[config.mk]
export PLATFORM = sky130hd
export DESIGN_NAME = bsg_demux_bitwise_stream
export DESIGN_NICKNAME = d
export VERILOG_FILES = /design/src/rtl/bsg_demux_bitwise_stream.sv
export SDC_FILE = /design/constraint.sdc
export NUM_CORES = 1
export LEC_CHECK = 0
export ABC_AREA = 1
export BUFFER_PORTS_ARGS = -buffer_cell sky130_fd_sc_hd__buf_2
export CAP_MARGIN = 20
export CORE_MARGIN = 2
export CORE_UTILIZATION = 40
export DETAILED_ROUTE_END_ITERATION = 7
export GPL_TIMING_DRIVEN = 0
export PLACE_DENSITY = 0.73
export SYNTH_ARGS = -nofsm -noshare
export SYNTH_HDL_FRONTEND = slang
export SYNTH_SLANG_ARGS = --single-unit
[constraint.sdc]
create_clock -name clk_i -period 2.86 [get_ports clk_i]
set_clock_uncertainty 0.1 [all_clocks]
set_input_delay 0.572 -clock clk_i [delete_from_list [all_inputs] [get_ports clk_i]]
set_output_delay 0.572 -clock clk_i [all_outputs]
set_load 0.1 [all_outputs]
[src/rtl/bsg_demux_bitwise_stream.sv]
// Streaming bitwise demux: splits each accepted word into two registered valid/ready channels by sel_i.
// Optional: define BSG_DEMUX_BITWISE_SKIP_EMPTY_EN to suppress loading a channel whose mask is all zeros.

module bsg_demux_bitwise_stream_chan #(
    parameter int width_p = 16,
    parameter int cnt_w_p = 8
) (
    input  logic               clk_i,
    input  logic               reset_n_i,
    input  logic               load_i,
    input  logic [width_p-1:0] data_i,
    input  logic [width_p-1:0] mask_i,
    input  logic               ready_i,
    output logic               v_o,
    output logic [width_p-1:0] data_o,
    output logic [width_p-1:0] mask_o,
    output logic [cnt_w_p-1:0] cnt_o
);
    localparam logic [cnt_w_p-1:0] one_lp = cnt_w_p'(1);

    logic deliver;
    assign deliver = v_o & ready_i;

    always_ff @(posedge clk_i or negedge reset_n_i) begin
        if (!reset_n_i) begin
            v_o    <= 1'b0;
            data_o <= '0;
            mask_o <= '0;
            cnt_o  <= '0;
        end else begin
            // Reload wins over drain so a same-cycle deliver+accept keeps v_o high.
            if (load_i) begin
                v_o    <= 1'b1;
                data_o <= data_i;
                mask_o <= mask_i;
            end else if (deliver) begin
                v_o <= 1'b0;
            end
            if (deliver)
                cnt_o <= cnt_o + one_lp;
        end
    end
endmodule

module bsg_demux_bitwise_stream #(
    parameter int width_p = 16,
    parameter int cnt_w_p = 8
) (
    input  logic               clk_i,
    input  logic               reset_n_i,
    input  logic               v_i,
    input  logic [width_p-1:0] data_i,
    input  logic [width_p-1:0] sel_i,
    output logic               ready_o,
    output logic               v0_o,
    output logic [width_p-1:0] data0_o,
    output logic [width_p-1:0] mask0_o,
    input  logic               ready0_i,
    output logic               v1_o,
    output logic [width_p-1:0] data1_o,
    output logic [width_p-1:0] mask1_o,
    input  logic               ready1_i,
    output logic [cnt_w_p-1:0] cnt0_o,
    output logic [cnt_w_p-1:0] cnt1_o
);
    logic [1:0]                  ch_ready, ch_can, ch_load, ch_v, ch_skip;
    logic [1:0][width_p-1:0]     ch_mask_in, ch_data, ch_mask;
    logic [1:0][cnt_w_p-1:0]     ch_cnt;
    logic                        accept;

    assign ch_ready      = {ready1_i, ready0_i};
    assign ch_mask_in[0] = ~sel_i;
    assign ch_mask_in[1] = sel_i;

    // ready_o depends only on channel state and consumer readies, never on v_i or data.
    assign ch_can  = ~ch_v | ch_ready;
    assign ready_o = &ch_can;
    assign accept  = v_i & ready_o;

`ifdef BSG_DEMUX_BITWISE_SKIP_EMPTY_EN
    assign ch_skip = {~|sel_i, &sel_i};
`else
    assign ch_skip = 2'b00;
`endif

    for (genvar k = 0; k < 2; k++) begin : g_ch
        assign ch_load[k] = accept & ~ch_skip[k];

        bsg_demux_bitwise_stream_chan #(
            .width_p (width_p),
            .cnt_w_p (cnt_w_p)
        ) u_chan (
            .clk_i     (clk_i),
            .reset_n_i (reset_n_i),
            .load_i    (ch_load[k]),
            .data_i    (data_i & ch_mask_in[k]),
            .mask_i    (ch_mask_in[k]),
            .ready_i   (ch_ready[k]),
            .v_o       (ch_v[k]),
            .data_o    (ch_data[k]),
            .mask_o    (ch_mask[k]),
            .cnt_o     (ch_cnt[k])
        );
    end

    assign v0_o    = ch_v[0];
    assign v1_o    = ch_v[1];
    assign data0_o = ch_data[0];
    assign data1_o = ch_data[1];
    assign mask0_o = ch_mask[0];
    assign mask1_o = ch_mask[1];
    assign cnt0_o  = ch_cnt[0];
    assign cnt1_o  = ch_cnt[1];
endmodule

==> summary.md <==
| Metric | Value |
|---|---|
| Outcome | finished, final reports clean |
| Initial drt markers | 76 |
| Post-CTS Resized | 0 |
| Pwr/cell area | 1140 mW/mm² |
| Clk pin slew, worst setup/hold paths | 0.08 ns |
| Async set or reset register ratio after synthesis | 100% |
| Vias | 2751 |
| Initial antenna violation count | 0 |
| Vias in the first global route | 2758 |
| CTS Hold Bufs | 0 |
| Synth Net Count | 388 |
| Maximum clock rate | 0.481 GHz |
| Post-route ant nets | 0 |
| Library cells used by synthesis | 19 |
| Critical path class | reg -> out |
| Worst rel slew slack | 63.4% |
| Post-CTS Setup Bufs | 0 |
| CTS tree | yes |
| Drt drc | 0 |
| Cts bufs inserted | 9 |
| Period utilization | 72.7% |
| Port Buffers | 119 |
| Clock Sinks | 82 |
| Core Region | 0.00830 mm² |
| Die Y | 97.1 µm |
| GRT overflow | 0 |
| Compound-Gate Fraction of Synth Area | 13.1% |
| Drt wl/cell | 13.7 µm |
| Wire length of the first global-routing pass | 13.4 mm |
| Flops & latches, synth | 82 |
| DR pass1 iterations | 4 |
| Share of cells above drive strength 1 | 38.8% |
| # diodes | 0 |
| Placer Congestion | 0.788 |
| Slew Limit Fails | 0 |
| Sum Neg Setup Slack | 0 ns |
| Mux contribution to synthesized area | 0.649% |
| Clock Latency Late Sink | 0.34 ns |
| Worst setup SP type | register |
| Minimum clock period | 2.08 ns |
| Final core utilization | 53.4% |
| Post-synthesis simple-gate area fraction | 17.1% |
| Setup violators final | 0 |
| CTS root buf | clkbuf_8 |
| CTS H-tree lvls | 3 |
| Die ar. | 0.00943 mm² |
| CP required | 2.19 ns |
| DP HPWL | 6.11 mm |
| Area Overhead vs Synth | 27.9% |
| GRT Resource Usage Total | 17.8% |
| Die Wd | 97.1 µm |
| CP endpoint kind | output pin |
| Starting density of the core | 41.8% |
| Largest family of logic cells by synthesized area | simple AND/OR/NAND/NOR gates |
| Post-Syn Area per Cell | 9.94 µm² |
| Rows | 33 |
| Crit-path max FO | 5 |
| Tightest Pin Transition | 0.548 ns |
| Cells after synthesis | 349 |
| Synth Area in Adders | 0.722% |
| Fill cell count | 785 |
| WL final | 8.08 mm |
| Final Power | 5.05 mW |
| # IOs | 120 |
| Signal arrival time at the worst endpoint | 1.41 ns |
| Synth Warn # | 0 |
| Pleak | 2.40 nW |
| Final hold vios | 0 |
| Worst Hold Class | in -> async |
| Pin count of the biggest net entering global routing | 47 |
| Deepest clock path buffer count | 2 |
| Post-Synth XOR/XNOR Area | 2.02% |
| Layout Nets | 519 |
| Maximum VDD drop | 0.000504 V |
| Sequential cell area fraction in the yosys report | 59.2% |
| RSZ-0062 raised after global routing | false |
| Number of flops mapped to enable cells by yosys | 0 |
| Synth Flop Type | dfrtp_1 |
| DR vias/cell | 4.66 |
| Max Cap Violations | 0 |
| Mapped cell area | 0.00347 mm² |
## stage by stage
step | instance area [µm²] | cells | worst slack (ns) | hold slack [ns]
floorplan | 3470 | 349 | 0.508 | 0.176
global placement | 4200 | 573 | 0.461 | 0.362
detailed placement | 4230 | 574 | 0.854 | 0.363
CTS | 4440 | 590 | 0.755 | 0.0836
global route | 4440 | 590 | 0.688 | 0.101
finish | 4440 | 590 | 0.782 | 0.0792
## logic make-up after synthesis
logic type,Yosys count
AO/OA/AOI/OAI,64
XOR/XNOR,8
adder cells (fa/ha/maj),2
buffers and inverters,43
flip-flops,82
multiplexers,2
AND/OR/NAND/NOR,148
## path summary, 6_finish.rpt
kind	from	end	slack, ns	depth (start not counted)
max	g_ch[1].u_chan.v_o$_DFFE_PN0P_	ready_o	0.78	4
min	reset_n_i	g_ch[1].u_chan.data_o[15]$_DFFE_PN0P_	0.08	1
max reg2reg	g_ch[1].u_chan.v_o$_DFFE_PN0P_	g_ch[0].u_chan.data_o[1]$_DFFE_PN0P_	1.41	4
min reg2reg	g_ch[0].u_chan.mask_o[14]$_DFFE_PN0P_	g_ch[0].u_chan.mask_o[14]$_DFFE_PN0P_	0.38	2
max in group asynchronous	reset_n_i	g_ch[0].u_chan.cnt_o[4]$_DFFE_PN0P_	1.99	2
min in group clk_i	sel_i[7]	g_ch[0].u_chan.mask_o[7]$_DFFE_PN0P_	0.32	2
## cell usage after synthesis (3+ instances only)
cell type / n / area, µm²
buf_6: 10 / 113
dfrtp_1: 82 / 2050
inv_1: 28 / 105
nand2_1: 129 / 484
nand3_1: 7 / 35.0
nand3b_1: 3 / 22.5
nor2_1: 6 / 22.5
o21ai_1: 28 / 140
o21ai_2: 36 / 315
xnor2_1: 4 / 35.0
xor2_1: 4 / 35.0
## cells in the final DEF (no fill, tap or decap), drive strengths merged
cell and n:
nand2 131, xor2 4, dfrtp 82, mux2 2
bufinv 2, clkinv 3, nand3b 3, clkbuf 13
inv 29, xnor2 4, nor2 6, o21ai 64
nand3 8, ha 2, buf 132
## routing by layer
| metal | GRT usage (%) | share of wire (%) | up-vias |
|---|---|---|---|
| li1 | - | - | 1373 |
| met1 | 22.9 | 45 | 1279 |
| met2 | 28.7 | 47 | 88 |
| met3 | 4.68 | 6.4 | 11 |
| met4 | 7.37 | 1.8 | 0 |
| met5 | 0 | 0 | - |
## sequential cells by signal, summed over array words and instances (netlist names)
register and count:
g_ch.u_chan.mask_o 32, g_ch.u_chan.data_o 32, g_ch.u_chan.cnt_o 16, g_ch.u_chan.v_o 2
## power breakdown
group / leakage [nW] / internal (mW) / switching, mW
Sequential: 1.03 / 1.40 / 0.181
Combinational: 1.27 / 0.390 / 2.18
Clock: 0.107 / 0.491 / 0.409
## cell type report
| class | count | area, µm² | area share, % |
|---|---|---|---|
| flip-flops and latches | 82 | 2050 | 46.3 |
| multi-input cells | 224 | 1170 | 26.3 |
| repair buffers | 120 | 626 | 14.1 |
| plain buffers | 14 | 140 | 3.16 |
| clock buffers | 11 | 131 | 2.96 |
| well taps | 105 | 131 | 2.96 |
| inverters | 29 | 109 | 2.45 |
| clock inverters | 5 | 78.8 | 1.78 |
## worst max-delay path, stage by stage, from the launching register on
cell     delay [ns]
dfrtp_1        0.43
nand2_2        0.13
nand2_1        0.06
inv_1          0.04
buf_2          0.41
Power figures use the tool's default switching activity.
